## src/rtl/bp_stats_pkg.sv

```systemverilog
// Shared types and constants for the branch-prediction statistics monitor.
//   bp_state_e    : monitor phase (RUN -> DRAIN -> DONE)
//   HALT_INSN_DEF : default program-end encoding (jal x0,0)
package bp_stats_pkg;

    localparam int unsigned PC_W = 32;

    typedef enum logic [1:0] {
        ST_RUN   = 2'd0,
        ST_DRAIN = 2'd1,
        ST_DONE  = 2'd2
    } bp_state_e;

    localparam logic [PC_W-1:0] HALT_INSN_DEF = 32'h0000_006F;

endpackage

```

## src/rtl/bp_stats_monitor_if.sv

```systemverilog
// Miss-log drain port: valid/ready stream of mispredicted PCs.
//   log_vld : log head is valid (producer)
//   log_pc  : PC at the log head (producer)
//   log_rdy : consumer accepts the head this cycle (consumer)
interface bp_stats_monitor_if;
    import bp_stats_pkg::*;

    logic            log_vld;
    logic [PC_W-1:0] log_pc;
    logic            log_rdy;

    modport master (output log_vld, output log_pc, input log_rdy);
    modport slave  (input log_vld, input log_pc, output log_rdy);

endinterface

```

## src/rtl/bp_miss_fifo.sv

```systemverilog
// Synchronous FIFO with valid/ready pop, drop-on-full push and sticky overflow.
//   clk_i/rst_i : clock, async active-high reset
//   clr_i       : synchronous flush (also clears overflow)
//   push_i/push_data_i : write request and data (dropped when full w/o pop)
//   pop_rdy_i   : consumer ready; a pop happens on vld_o && pop_rdy_i
//   vld_o/data_o: registered non-empty flag and head data
//   ovf_o       : sticky, a push was dropped
module bp_miss_fifo #(
    parameter int unsigned DEPTH  = 8,
    parameter int unsigned DATA_W = 32
) (
    input  logic              clk_i,
    input  logic              rst_i,
    input  logic              clr_i,
    input  logic              push_i,
    input  logic [DATA_W-1:0] push_data_i,
    input  logic              pop_rdy_i,
    output logic              vld_o,
    output logic [DATA_W-1:0] data_o,
    output logic              ovf_o
);
    localparam int unsigned IDX_W = $clog2(DEPTH);
    localparam int unsigned PTR_W = IDX_W + 1;

    logic [DATA_W-1:0] mem_q [DEPTH];
    logic [PTR_W-1:0]  wr_q, rd_q, wr_d, rd_d;
    logic              vld_q, ovf_q;
    logic [DATA_W-1:0] data_q;
    logic              full_c, pop_c, wen_c, fwd_c;

    assign full_c = (wr_q - rd_q) == PTR_W'(DEPTH);
    assign pop_c  = vld_q && pop_rdy_i;
    // A full FIFO still accepts a push when the head leaves in the same cycle
    assign wen_c  = push_i && (!full_c || pop_c);
    assign wr_d   = wr_q + PTR_W'(wen_c);
    assign rd_d   = rd_q + PTR_W'(pop_c);
    // Next head is the entry being written this cycle
    assign fwd_c  = wen_c && (rd_d[IDX_W-1:0] == wr_q[IDX_W-1:0]);

    // Pointer, head and flag registers
    always_ff @(posedge clk_i or posedge rst_i) begin
        if (rst_i) begin
            wr_q   <= '0;
            rd_q   <= '0;
            vld_q  <= 1'b0;
            ovf_q  <= 1'b0;
            data_q <= '0;
        end else if (clr_i) begin
            wr_q   <= '0;
            rd_q   <= '0;
            vld_q  <= 1'b0;
            ovf_q  <= 1'b0;
            data_q <= '0;
        end else begin
            wr_q  <= wr_d;
            rd_q  <= rd_d;
            vld_q <= (wr_d != rd_d);
            if (wr_d != rd_d) begin
                data_q <= fwd_c ? push_data_i : mem_q[rd_d[IDX_W-1:0]];
            end
            if (push_i && !wen_c) begin
                ovf_q <= 1'b1;
            end
        end
    end

    // Storage array, no reset needed
    always_ff @(posedge clk_i) begin
        if (wen_c && !clr_i) begin
            mem_q[wr_q[IDX_W-1:0]] <= push_data_i;
        end
    end

    assign vld_o  = vld_q;
    assign data_o = data_q;
    assign ovf_o  = ovf_q;

endmodule

```

## src/rtl/bp_stats_monitor.sv

```systemverilog
// Branch-prediction statistics collector with halt detection and miss log.
//   clk_i/rst_i    : clock, async active-high reset
//   br_instr_i     : branch resolved this cycle; br_miss_i: it was mispredicted
//   pc_i           : PC of the resolved branch; instr_i: instruction in IF
//   clear_i        : synchronous clear of all statistics, back to RUN
//   log_if         : miss-log drain port (valid/ready)
//   log_ovf_o      : sticky miss-log overflow
//   cyc/br/miss_cnt_o : saturating totals
//   win_miss_o/win_vld_o : misses in last completed window, update pulse
//   done_o         : statistics frozen after program end
module bp_stats_monitor
    import bp_stats_pkg::*;
#(
    parameter int unsigned     CNT_W     = 32,
    parameter int unsigned     WINDOW    = 256,
    parameter int unsigned     LOG_DEPTH = 8,
    parameter logic [PC_W-1:0] HALT_INSN = HALT_INSN_DEF,
    parameter int unsigned     DRAIN_CYC = 3
) (
    input  logic                    clk_i,
    input  logic                    rst_i,
    input  logic                    br_instr_i,
    input  logic                    br_miss_i,
    input  logic [PC_W-1:0]         pc_i,
    input  logic [PC_W-1:0]         instr_i,
    input  logic                    clear_i,
    bp_stats_monitor_if.master      log_if,
    output logic                    log_ovf_o,
    output logic [CNT_W-1:0]        cyc_cnt_o,
    output logic [CNT_W-1:0]        br_cnt_o,
    output logic [CNT_W-1:0]        miss_cnt_o,
    output logic [$clog2(WINDOW):0] win_miss_o,
    output logic                    win_vld_o,
    output logic                    done_o
);
    localparam int unsigned IDX_W = $clog2(WINDOW);
    localparam int unsigned ACC_W = IDX_W + 1;
    localparam int unsigned DC_W  = $clog2(DRAIN_CYC) + 1;
    localparam logic [CNT_W-1:0] CNT_MAX = {CNT_W{1'b1}};

    bp_state_e         state_q;
    logic [DC_W-1:0]   drain_q;
    logic [CNT_W-1:0]  cyc_q, br_q, miss_q;
    logic [IDX_W-1:0]  idx_q;
    logic [ACC_W-1:0]  acc_q, win_miss_q;
    logic              win_vld_q, done_q;
    logic              qmiss_c, push_c;

    assign qmiss_c = br_instr_i && br_miss_i;
    assign push_c  = qmiss_c && (state_q != ST_DONE) && !clear_i;

    // Phase tracking, saturating counters and window accounting
    always_ff @(posedge clk_i or posedge rst_i) begin
        if (rst_i) begin
            state_q    <= ST_RUN;
            drain_q    <= '0;
            cyc_q      <= '0;
            br_q       <= '0;
            miss_q     <= '0;
            idx_q      <= '0;
            acc_q      <= '0;
            win_miss_q <= '0;
            win_vld_q  <= 1'b0;
            done_q     <= 1'b0;
        end else if (clear_i) begin
            state_q    <= ST_RUN;
            drain_q    <= '0;
            cyc_q      <= '0;
            br_q       <= '0;
            miss_q     <= '0;
            idx_q      <= '0;
            acc_q      <= '0;
            win_miss_q <= '0;
            win_vld_q  <= 1'b0;
            done_q     <= 1'b0;
        end else begin
            win_vld_q <= 1'b0;
            case (state_q)
                ST_RUN: begin
                    if (instr_i == HALT_INSN) begin
                        state_q <= ST_DRAIN;
                        drain_q <= '0;
                    end
                end
                ST_DRAIN: begin
                    if (drain_q == DC_W'(DRAIN_CYC - 1)) begin
                        state_q <= ST_DONE;
                        done_q  <= 1'b1;
                    end else begin
                        drain_q <= drain_q + DC_W'(1);
                    end
                end
                default: ;
            endcase

            if (state_q != ST_DONE) begin
                if (cyc_q != CNT_MAX) cyc_q <= cyc_q + CNT_W'(1);
                if (br_instr_i && (br_q != CNT_MAX)) br_q <= br_q + CNT_W'(1);
                if (qmiss_c && (miss_q != CNT_MAX)) miss_q <= miss_q + CNT_W'(1);
                if (br_instr_i) begin
                    // Last branch of the window closes it, including its own miss
                    if (idx_q == IDX_W'(WINDOW - 1)) begin
                        win_miss_q <= acc_q + ACC_W'(qmiss_c);
                        win_vld_q  <= 1'b1;
                        idx_q      <= '0;
                        acc_q      <= '0;
                    end else begin
                        idx_q <= idx_q + IDX_W'(1);
                        acc_q <= acc_q + ACC_W'(qmiss_c);
                    end
                end
            end
        end
    end

    bp_miss_fifo #(
        .DEPTH  (LOG_DEPTH),
        .DATA_W (PC_W)
    ) u_fifo (
        .clk_i       (clk_i),
        .rst_i       (rst_i),
        .clr_i       (clear_i),
        .push_i      (push_c),
        .push_data_i (pc_i),
        .pop_rdy_i   (log_if.log_rdy),
        .vld_o       (log_if.log_vld),
        .data_o      (log_if.log_pc),
        .ovf_o       (log_ovf_o)
    );

    assign cyc_cnt_o  = cyc_q;
    assign br_cnt_o   = br_q;
    assign miss_cnt_o = miss_q;
    assign win_miss_o = win_miss_q;
    assign win_vld_o  = win_vld_q;
    assign done_o     = done_q;

endmodule
```

## src/flat_wrapper.sv

```systemverilog
// flat-port wrapper written by rule: the top's interface ports become plain ports
module bp_stats_monitor_flat import bp_stats_pkg::*;
#(
    parameter int unsigned     CNT_W     = 32,
    parameter int unsigned     WINDOW    = 256,
    parameter int unsigned     LOG_DEPTH = 8,
    parameter logic [PC_W-1:0] HALT_INSN = HALT_INSN_DEF,
    parameter int unsigned     DRAIN_CYC = 3
)
  (clk_i, rst_i, br_instr_i, br_miss_i, pc_i, instr_i, clear_i, log_ovf_o, cyc_cnt_o, br_cnt_o, miss_cnt_o, win_miss_o, win_vld_o, done_o, log_if_log_vld, log_if_log_pc, log_if_log_rdy);
  bp_stats_monitor_if log_if_i ();
  input  logic clk_i;
  input  logic rst_i;
  input  logic br_instr_i;
  input  logic br_miss_i;
  input  logic [PC_W-1:0] pc_i;
  input  logic [PC_W-1:0] instr_i;
  input  logic clear_i;
  output logic log_ovf_o;
  output logic [CNT_W-1:0] cyc_cnt_o;
  output logic [CNT_W-1:0] br_cnt_o;
  output logic [CNT_W-1:0] miss_cnt_o;
  output logic [$clog2(WINDOW):0] win_miss_o;
  output logic win_vld_o;
  output logic done_o;
  output wire logic [$bits(log_if_i.log_vld)-1:0] log_if_log_vld;
  output wire logic [$bits(log_if_i.log_pc)-1:0] log_if_log_pc;
  input wire logic [$bits(log_if_i.log_rdy)-1:0] log_if_log_rdy;
  assign log_if_log_vld = log_if_i.log_vld;
  assign log_if_log_pc = log_if_i.log_pc;
  assign log_if_i.log_rdy = log_if_log_rdy;
  bp_stats_monitor #(.CNT_W(CNT_W), .WINDOW(WINDOW), .LOG_DEPTH(LOG_DEPTH), .HALT_INSN(HALT_INSN), .DRAIN_CYC(DRAIN_CYC)) u_core (.clk_i(clk_i), .rst_i(rst_i), .br_instr_i(br_instr_i), .br_miss_i(br_miss_i), .pc_i(pc_i), .instr_i(instr_i), .clear_i(clear_i), .log_if(log_if_i), .log_ovf_o(log_ovf_o), .cyc_cnt_o(cyc_cnt_o), .br_cnt_o(br_cnt_o), .miss_cnt_o(miss_cnt_o), .win_miss_o(win_miss_o), .win_vld_o(win_vld_o), .done_o(done_o));
endmodule
```

## config.mk

```make
export PLATFORM = sky130hd
export DESIGN_NAME = bp_stats_monitor_flat
export DESIGN_NICKNAME = d
export VERILOG_FILES = /design/src/rtl/bp_stats_pkg.sv /design/src/rtl/bp_stats_monitor_if.sv /design/src/rtl/bp_miss_fifo.sv /design/src/rtl/bp_stats_monitor.sv /design/src/flat_wrapper.sv
export SDC_FILE = /design/constraint.sdc
export NUM_CORES = 1
export LEC_CHECK = 0
export ABC_AREA = 1
export CORE_ASPECT_RATIO = 1.2
export CORE_UTILIZATION = 40
export DETAILED_ROUTE_END_ITERATION = 8
export REMOVE_ABC_BUFFERS = 1
export SYNTH_ARGS = -nofsm -noshare
export SYNTH_HDL_FRONTEND = slang
export SYNTH_SLANG_ARGS = --single-unit
```

## constraint.sdc

```tcl
create_clock -name clk_i -period 5.7 [get_ports clk_i]
set_input_delay 0.855 -clock clk_i [delete_from_list [all_inputs] [get_ports clk_i]]
set_output_delay 0.855 -clock clk_i [all_outputs]
set_load 0.01 [all_outputs]
```

==> qor.csv, run 1 <==
stage;metric;value;unit
yosys;largest family of logic cells by synthesized area;simple AND/OR/NAND/NOR gates;
yosys;post-synthesis compound-gate area fraction;0.0806;
drt;DRT iter0 DRCs;1063;
placed_design;Post-DP HPWL;36.4;mm
drt;total number of vias;16800;
global_routing;initial antenna violation count;1;
clock_network;clock root buffer;clkbuf_16;
yosys;EDFF count, synth;256;
yosys;Synth area leaders;edfxtp_1, dfrtp_1, nand2_1;
clock_network;Num CTS Buffers;45;
worst_setup_path;Reg-to-Reg End;u_core.u_fifo.data_o[27]$_DFFE_PP0P_;
yosys;flops & latches, synth;427;
clock_network;CTS Hold Bufs;0;
floorplanning;initial core utilization;0.405;
worst_hold_path;hold path cells;2;
worst_setup_path;Worst EP required;6.22;ns
timing;Final Skew;0.0221;ns
drt;Post-DRT Antenna Nets;0;
clock_network;# H-tree levels;2;
finish;layout cells sized above 1;0.0585;
yosys;simple-gate share of the synthesized area;0.269;
yosys;post-synthesis adder-cell area fraction;0.00905;
yosys;post-synth cell types;43;
worst_setup_path;Setup crit end kind;register;
finish;Area Overhead vs Synth;20.4;%
yosys;Synth top area share;0.371;
worst_setup_path;CP startpoint kind;input pin;
worst_setup_path;Crit path max-delay family;simple AND/OR/NAND/NOR gates;
yosys;most frequent cell after synthesis;nand2_1;
drt;router iterations before antenna repair;5;
floorplanning;# IOs;211;
power;VDD IR max;180;uV
global_routing;Tot GR Track Use;0.215;
floorplanning;Die X;210;um
worst_setup_path;critical-path cell list;clkdlybuf4s50_1, nand2_1, inv_1, ha_4, clkinv_2, nand2_1, nand4_1, nor2_2, buf_4, nand3_2, nand2_1, nand3_1, nand2_1;
timing;Setup-failing EPs final;0;
yosys;multiplexer area fraction after synthesis;0;
timing;Worst-Margin Slew;1.26;ns
finish;Final Non-Filler Cells;3235;
yosys;Synth async-reset ratio;0.400;
drt;DR WL/cell;17.5;um
timing;max-slew violations;0;
timing;Final WS setup;1.78;ns
global_routing;vias in the first global route;16400;
yosys;Syn. warnings;0;
worst_hold_path;hold_sp;u_core.u_fifo.data_o[16]$_DFFE_PP0P_;
floorplanning;standard-cell row count;91;
worst_setup_path;most used cell, CP;nand2_1;
yosys;Post-synth top cells;nand2_1, nor2_1, edfxtp_1;
drt;final WL;56.7;mm
power;power per cell area;294;mW/mm^2
yosys;cell count after synthesis;2368;
global_routing;largest net degree at the start of global routing;133;
worst_setup_path;Max Fanout on Critical Path;33;
clock_network;CTS tree;built;
worst_setup_path;Reg-to-Reg Start;u_core.u_fifo.vld_o$_DFF_PP0_;
placed_design;Routability Congestion;0.888;
timing;f_max;0.255;GHz
worst_setup_path;CP peak stage delay;0.76;ns
drt;DR DRC count;0;
floorplanning;Die H;251;um
yosys;sequential element share of the synthesized area;0.577;
timing;Slew headroom;0.160;
yosys;area leader, netlist;edfxtp_1;
clock_network;clock-pin slew on the worst setup and hold paths;0.06;ns
yosys;XOR/XNOR share of the synthesized area;0.0114;
floorplanning;DIE AREA;0.0527;mm^2
clock_network;CTS Sinks;427;
drt;Via density;5.18;
worst_hold_path;hold path endpoint;u_core.u_fifo.data_o[16]$_DFFE_PP0P_;
power;Design Power;0.00734;W
finish;Layout Nets;2631;
run;max-cap viol count;0;
global_routing;first-pass GRT wire length;90.0;mm
clock_network;Clk Latency, worst-skew pair;0.59;ns
timing;final critical-path share of the clock period;0.688;
timing;post-layout minimum cycle time;3.92;ns
placed_design;dpl ws;1.26;ns
worst_setup_path;Worst EP arrival;4.45;ns
worst_setup_path;critical-path cell with the highest stage delay;nand3_2;
worst_setup_path;Buffers & Inverters on Critical Path;4;
worst_hold_path;HP Class;reg2reg;
clock_network;cts repair resizes;0;
timing;endpoints failing hold;0;
clock_network;Clock Path Buffers;3;
worst_setup_path;R2R Setup Slk;2.08;ns
outcome;status;completed;
floorplanning;core box area;0.0512;mm^2
placed_design;I/O Buffers;210;
timing;RSZ-0062 raised after global routing;no;
global_routing;GRT overflow;0;
placed_design;Inst Count DP;3150;
clock_network;setup bufs post-CTS;0;
yosys;cell area after synthesis;0.0207;mm^2
power;LEAKAGE;9.64;nW
yosys;Primary FF master, synth;edfxtp_1;
yosys;Avg Cell Area, Syn;8.75;um^2
worst_setup_path;Worst Reg-to-Reg Cells;12;
worst_setup_path;Setup CP Type;in2reg;
==> cell type report <==
type | count | area [um^2]
antenna | 1 | 2.50
clock buffer | 54 | 1190
clock inverter | 30 | 358
fill | 4811 | 26300
inverter | 159 | 606
multi-input combinational | 1682 | 7750
sequential | 427 | 12000
tap | 651 | 815
timing repair buffer | 231 | 2280
==> per-layer routing <==
layer	GRT usage	wire length (um)
met1	0.275	24500
met3	0.0366	2910
met5	0	0
met2	0.374	28000
met4	0.0636	1320
==> state kept, by name, indices dropped and copies added, names as in the netlist, 2 cells and up <==
name	cells
u_core.acc_q	9
u_core.br_cnt_o	32
u_core.cyc_cnt_o	32
u_core.drain_q	3
u_core.idx_q	8
u_core.miss_cnt_o	32
u_core.state_q	2
u_core.u_fifo.data_o	32
u_core.u_fifo.mem_q	256
u_core.u_fifo.rd_q	4
u_core.u_fifo.wr_q	4
u_core.win_miss_o	9
==> worst max-delay path by stage <==
stage                         from                                    to  slack, ns  depth (start not counted)
floorplan           log_if_log_rdy   u_core.u_fifo.data_o[0]$_DFFE_PP0P_      -0.28                         11
global placement    log_if_log_rdy   u_core.u_fifo.data_o[0]$_DFFE_PP0P_       1.45                         13
detailed placement  log_if_log_rdy  u_core.u_fifo.data_o[22]$_DFFE_PP0P_       1.26                         13
CTS                 log_if_log_rdy  u_core.u_fifo.data_o[22]$_DFFE_PP0P_       1.89                         13
global route        log_if_log_rdy  u_core.u_fifo.data_o[22]$_DFFE_PP0P_       1.55                         13
finish              log_if_log_rdy  u_core.u_fifo.data_o[27]$_DFFE_PP0P_       1.78                         13
==> cells by family after synthesis <==
kind of cell             count (synthesis)
AO/OA/AOI/OAI                          292
XOR/XNOR                                27
adder cells (fa/ha/maj)                 15
buffers and inverters                  259
flip-flops                             427
AND/OR/NAND/NOR                       1348
==> cells in the final DEF, fill, tap and decap left out, drive strengths merged, types with 20 or more instances in the layout <==
cell type / instances
nand2: 656
nor2: 447
edfxtp: 256
clkdlybuf4s50: 209
o21ai: 201
dfrtp: 171
inv: 159
nand3: 153
o211ai: 64
nand4: 54
clkbuf: 54
clkinv: 23
buf: 22
xor2: 20
==> where the power goes <==
| part | switching [W] | internal [W] | total (W) |
|---|---|---|---|
| Sequential | 0.0000687 | 0.00336 | 0.00343 |
| Combinational | 0.000548 | 0.000310 | 0.000858 |
| Clock | 0.00127 | 0.00178 | 0.00305 |
==> worst register-to-register path, delay by kind of cell, from the launching register on <==
family / cells / cell delay [ns]
adder cells (fa/ha/maj): 1 / 0.48
buffers and inverters: 3 / 0.92
flip-flops: 1 / 0.37
AND/OR/NAND/NOR: 8 / 1.80
==> metrics by stage <==
stage / hold WS (ns) / setup TNS (ns) / area (um^2) / util
after global routing: 0.516 / 0 / 25000 / 0.487
after global placement: 0.459 / 0 / 23400 / 0.457
after floorplan: 0.442 / -8.90 / 20200 / -
after detailed placement: 0.473 / 0 / 23400 / 0.457
after CTS: 0.488 / 0 / 25000 / 0.487
final: 0.489 / 0 / 25000 / 0.487
Power figures use the tool's default switching activity.
==> run 2, diff against run 1 <==
- clock period: 5.7 -> 4.1 ns (I/O delays scaled with it)
==> run 2 against run 1 <==
Worst hold slack got worse by 0.014 ns. Sequential share of layout area fell by 0.15 points. Power rose by 38%. Non-clock buffer count rose by 8.
==> qor.csv, run 2 (synthesis results as in run 1) <==
stage;metric;value;unit
outcome;status;completed;
floorplanning;initial core utilization;0.405;
finish;layout cells sized above 1;0.0596;
floorplanning;DIE AREA;0.0527;mm^2
placed_design;dpl ws;0.366;ns
worst_setup_path;CP startpoint kind;register;
clock_network;CTS tree;built;
timing;post-layout minimum cycle time;3.42;ns
worst_setup_path;CP peak stage delay;0.68;ns
floorplanning;# IOs;211;
drt;Via density;5.24;
drt;final WL;57.2;mm
global_routing;vias in the first global route;16600;
worst_setup_path;Worst EP required;4.61;ns
finish;Area Overhead vs Synth;20.8;%
placed_design;I/O Buffers;210;
worst_setup_path;Max Fanout on Critical Path;33;
finish;Layout Nets;2637;
timing;Setup-failing EPs final;0;
drt;DR DRC count;0;
clock_network;cts repair resizes;0;
global_routing;largest net degree at the start of global routing;106;
drt;total number of vias;17000;
clock_network;clock-pin slew on the worst setup and hold paths;0.06;ns
drt;router iterations before antenna repair;7;
run;max-cap viol count;0;
worst_setup_path;Buffers & Inverters on Critical Path;0;
power;VDD IR max;293;uV
clock_network;clock root buffer;clkbuf_16;
finish;most frequent cells in the layout;nand2_1, nor2_1, edfxtp_1;
finish;max reg flops;256;
timing;Final WS setup;0.675;ns
timing;Slew headroom;0.300;
placed_design;Routability Congestion;0.947;
drt;DR WL/cell;17.7;um
timing;hold slack;0.475;ns
power;power per cell area;404;mW/mm^2
finish;Final Non-Filler Cells;3239;
global_routing;first-pass GRT wire length;91.3;mm
worst_setup_path;most used cell, CP;nand2_1;
global_routing;GRT overflow;0;
clock_network;setup bufs post-CTS;0;
floorplanning;Die X;210;um
timing;final critical-path share of the clock period;0.835;
clock_network;Clock Path Buffers;3;
finish;commonest non-fill, non-tap cell in the layout;nand2_1;
worst_setup_path;critical-path cell with the highest stage delay;nor2_4;
timing;endpoints failing hold;0;
global_routing;initial antenna violation count;1;
worst_setup_path;Setup CP Type;reg2reg;
worst_setup_path;Setup crit end kind;register;
worst_setup_path;Worst EP arrival;3.94;ns
placed_design;Post-DP HPWL;36.0;mm
clock_network;CTS Hold Bufs;0;
timing;f_max;0.292;GHz
clock_network;Clk Latency, worst-skew pair;0.60;ns
worst_setup_path;Crit path max-delay family;simple AND/OR/NAND/NOR gates;
floorplanning;core box area;0.0512;mm^2
clock_network;Num CTS Buffers;43;
timing;Final Skew;0.0264;ns
worst_setup_path;critical-path cell list;ha_1, nand2_1, nand2_1, nand2_1, nand2_1, nor2_1, a21oi_2, ha_1, ha_1, xor2_1, a21oi_1, nand2_1, nor2_2, nor2_4, nand3_1, nand2_1;
global_routing;Tot GR Track Use;0.220;
floorplanning;standard-cell row count;91;
floorplanning;Die H;251;um
timing;max-slew violations;0;
timing;Worst-Margin Slew;1.05;ns
timing;setup TNS;0;ns
placed_design;Inst Count DP;3158;
power;Design Power;0.0101;W
clock_network;CTS Sinks;427;
timing;RSZ-0062 raised after global routing;no;
drt;Post-DRT Antenna Nets;0;
drt;DRT iter0 DRCs;1187;
power;LEAKAGE;9.67;nW
clock_network;# H-tree levels;2;
worst_hold_path;HP Class;reg2reg;
==> run 2: path summary, 6_finish.rpt <==
check	endpoint	from	cells after the start	slack, ns
min reg2reg	u_core.drain_q[2]$_DFFE_PP0P_	u_core.drain_q[2]$_DFFE_PP0P_	2	0.48
max in group asynchronous	u_core.cyc_cnt_o[11]$_DFFE_PP0P_	rst_i	3	2.68
min in group asynchronous	u_core.miss_cnt_o[12]$_DFFE_PP0P_	rst_i	2	0.58
max reg2reg	u_core.u_fifo.data_o[25]$_DFFE_PP0P_	u_core.u_fifo.wr_q[1]$_DFF_PP0_	16	0.68
min	u_core.drain_q[2]$_DFFE_PP0P_	u_core.drain_q[2]$_DFFE_PP0P_	2	0.48
max	u_core.u_fifo.data_o[25]$_DFFE_PP0P_	u_core.u_fifo.wr_q[1]$_DFF_PP0_	16	0.68
==> run 2: metal layers <==
layer	vias up	share of wire	GRT usage
li1	8241	-	-
met2	502	0.49	0.375
met4	0	0.026	0.0717
met5	-	0	0
met3	97	0.059	0.0380
met1	8134	0.42	0.283
==> run 2: cell type report <==
cell class / count / area, um^2
Clock buffer: 64 / 1250
Sequential cell: 427 / 12000
Inverter: 159 / 606
Clock inverter: 15 / 245
Timing Repair Buffer: 239 / 2400
Tap cell: 651 / 815
Antenna cell: 2 / 5.00
Fill cell: 4819 / 26200
Multi-Input combinational cell: 1682 / 7750
==> run 2: per-stage QoR <==
| stage | cell area [um^2] | utilization |
|---|---|---|
| global route | 25000 | 0.489 |
| finish | 25000 | 0.489 |
| CTS | 25000 | 0.489 |
| detailed placement | 23500 | 0.459 |
| floorplan | 20200 | - |
| global placement | 23500 | 0.459 |
==> run 2: tightest hold or removal path, cell delays in order, from the launching register on <==
cell	delay, ns
dfrtp_1	0.34
nand2_1	0.05
nand2_1	0.05
==> run 2: power breakdown <==
group	leakage, nW	switching, W	total, W	internal (W)
logic	4.27	0.000768	0.00121	0.000442
clock network	0.728	0.00173	0.00413	0.00240
registers	4.67	0.000101	0.00478	0.00467
==> run 3, diff against run 2 <==
- clock period: 4.1 -> 2.85 ns (I/O delays scaled with it)
==> run 3 against run 2 <==
The flow now finishes with violations (setup timing). Combinational power up 74%. Core utilization up 2.0 points. Clock power increased by 37%. First-iteration DRC count grew 9.9%. Sequential power increased by 44%. Clock-buffer cell count is 2 higher. Highest routed layer unchanged. Power grew 45%. Setup slack worse by 0.72 ns. Final cell count rose by 2.0%. Wire length up 3.6%. Die area did not move. Clock skew fell by 0.0064 ns.
==> qor.csv, run 3 (synthesis results as in run 1) <==
stage;metric;value;unit
outcome;status;finished, violations left;
outcome;violated checks;setup timing;
finish;most frequent cells in the layout;nand2_1, nor2_1, edfxtp_1;
finish;Area Overhead vs Synth;25.7;%
global_routing;largest net degree at the start of global routing;94;
power;combinational share of power;0.144;
timing;Slew headroom;0.520;
power;sequential share of power;0.470;
floorplanning;standard-cell row count;91;
floorplanning;core box area;0.0512;mm^2
timing;hold slack;0.303;ns
worst_setup_path;Crit path max-delay family;adder cells;
worst_setup_path;Worst EP required;3.37;ns
placed_design;Routability Congestion;0.924;
power;power per cell area;562;mW/mm^2
floorplanning;# IOs;211;
global_routing;initial antenna violation count;2;
worst_setup_path;CP peak stage delay;0.38;ns
clock_network;CTS Sinks;427;
timing;Worst-Margin Slew;0.720;ns
global_routing;vias in the first global route;16600;
timing;Final Skew;0.0200;ns
timing;endpoints failing hold;0;
finish;commonest non-fill, non-tap cell in the layout;nand2_1;
power;Clock power frac;0.386;
power;VDD IR max;411;uV
worst_hold_path;HP Class;in2async;
drt;Via density;5.25;
floorplanning;initial core utilization;0.405;
worst_setup_path;CP startpoint kind;register;
clock_network;Num CTS Buffers;43;
power;Switching Fraction;0.262;
timing;Final WS setup;-0.0412;ns
worst_setup_path;Max Fanout on Critical Path;8;
drt;Post-DRT Antenna Nets;0;
timing;RSZ-0062 raised after global routing;yes;
global_routing;GRT overflow;0;
worst_setup_path;Worst EP arrival;3.41;ns
drt;DR WL/cell;18.0;um
worst_setup_path;Setup crit end kind;register;
global_routing;first-pass GRT wire length;91.4;mm
power;Internal;0.0108;W
timing;post-layout minimum cycle time;2.89;ns
floorplanning;Die H;251;um
worst_setup_path;critical-path cell list;inv_2, ha_4, a21oi_4, nand2_1, nand2_1, nand2_2, a21oi_2, ha_2, ha_4, xor2_2, a21oi_2, nand2_2, buf_6, nor3_4, buf_6, clkbuf_16, nand2_2, nand2_1;
worst_setup_path;critical-path cell with the highest stage delay;dfrtp_1;
timing;f_max;0.346;GHz
drt;DRT iter0 DRCs;1304;
timing;setup TNS;-0.449;ns
floorplanning;DIE AREA;0.0527;mm^2
power;NetSw;0.00384;W
timing;Setup-failing EPs final;25;
clock_network;Clock Path Buffers;3;
finish;Layout Nets;2700;
placed_design;placed cell areas;0.0240;mm^2
finish;layout cells sized above 1;0.105;
drt;DR DRC count;0;
drt;router iterations before antenna repair;5;
drt;final WL;59.3;mm
timing;final critical-path share of the clock period;1.01;
placed_design;I/O Buffers;210;
clock_network;clock-pin slew on the worst setup and hold paths;0.06;ns
global_routing;Tot GR Track Use;0.221;
power;Design Power;0.0147;W
clock_network;CTS tree;built;
clock_network;Clk Latency, worst-skew pair;0.58;ns
drt;total number of vias;17300;
finish;post-route design area;0.0261;mm^2
placed_design;Post-DP HPWL;37.1;mm
timing;max-slew violations;0;
worst_setup_path;Buffers & Inverters on Critical Path;4;
run;max-cap viol count;0;
worst_setup_path;Setup CP Type;reg2reg;
clock_network;clock root buffer;clkbuf_16;
floorplanning;Die X;210;um
finish;max reg flops;256;
power;LEAKAGE;10.2;nW
clock_network;# H-tree levels;2;
run 3: cell count changes in the layout (fill, tap and decap cells not counted), sizes merged:
| cell | before | now |
|---|---|---|
| nor2 | 447 | 448 |
| bufinv | 4 | 3 |
| clkbuf | 64 | 70 |
| buf | 30 | 88 |
| clkinvlp | 2 | 1 |
| inv | 158 | 159 |
run 3: final timing paths:
kind,startpoint,endpoint,slack (ns),cells after the start
min in group clk_i,clear_i,u_core.u_fifo.ovf_o$_DFFE_PP0P_,0.34,5
setup reg to reg,u_core.u_fifo.rd_q[2]$_DFF_PP0_,u_core.u_fifo.data_o[31]$_DFFE_PP0P_,-0.04,18
hold / removal,rst_i,u_core.cyc_cnt_o[2]$_DFFE_PP0P_,0.30,2
hold reg to reg,u_core.u_fifo.data_o[0]$_DFFE_PP0P_,u_core.u_fifo.data_o[0]$_DFFE_PP0P_,0.48,2
max in group asynchronous,rst_i,u_core.u_fifo.data_o[16]$_DFFE_PP0P_,1.83,3
setup / recovery,u_core.u_fifo.rd_q[2]$_DFF_PP0_,u_core.u_fifo.data_o[31]$_DFFE_PP0P_,-0.04,18
run 3: power groups by stage:
stage | combinational (W) | sequential (W) | clock [W]
finish | 0.00211 | 0.00688 | 0.00566
global route | 0.00231 | 0.00689 | 0.00600
CTS | 0.00193 | 0.00686 | 0.00579
detailed placement | 0.00184 | 0.00698 | 0
global placement | 0.00180 | 0.00699 | 0
floorplan | 0.000893 | 0.00699 | 0
run 3: cell type report:
| class | count | area, um^2 |
|---|---|---|
| clock inverter | 14 | 190 |
| fill | 4668 | 25200 |
| timing repair buffer | 301 | 3150 |
| antenna | 2 | 5.00 |
| tap | 651 | 815 |
| sequential | 427 | 12000 |
| multi-input combinational | 1683 | 8110 |
| inverter | 159 | 606 |
| clock buffer | 66 | 1210 |
run 3: per-stage QoR:
stage | std cells | setup WS, ns | util
after floorplan | 2268 | -2.70 | -
after global placement | 3205 | -0.607 | 0.469
after detailed placement | 3205 | -0.678 | 0.469
after CTS | 3292 | 0.0153 | 0.499
after global routing | 3302 | -0.165 | 0.508
final | 3303 | -0.0412 | 0.508
run 3: layer usage:
| layer | up-vias | track usage | part of all wire |
|---|---|---|---|
| li1 | 8353 | - | - |
| met1 | 8395 | 0.286 | 0.43 |
| met2 | 490 | 0.372 | 0.49 |
| met3 | 92 | 0.0349 | 0.057 |
| met4 | 0 | 0.0820 | 0.027 |
| met5 | - | 0 | 0 |
run 3: what timing repair did:
item	4_1_cts	5_1_grt
pin swaps	4	61
hold buffers	0	0
setup endpoints to repair	33	33
cloned	2	4
setup buffers	5	5
gates resized for setup	7	91
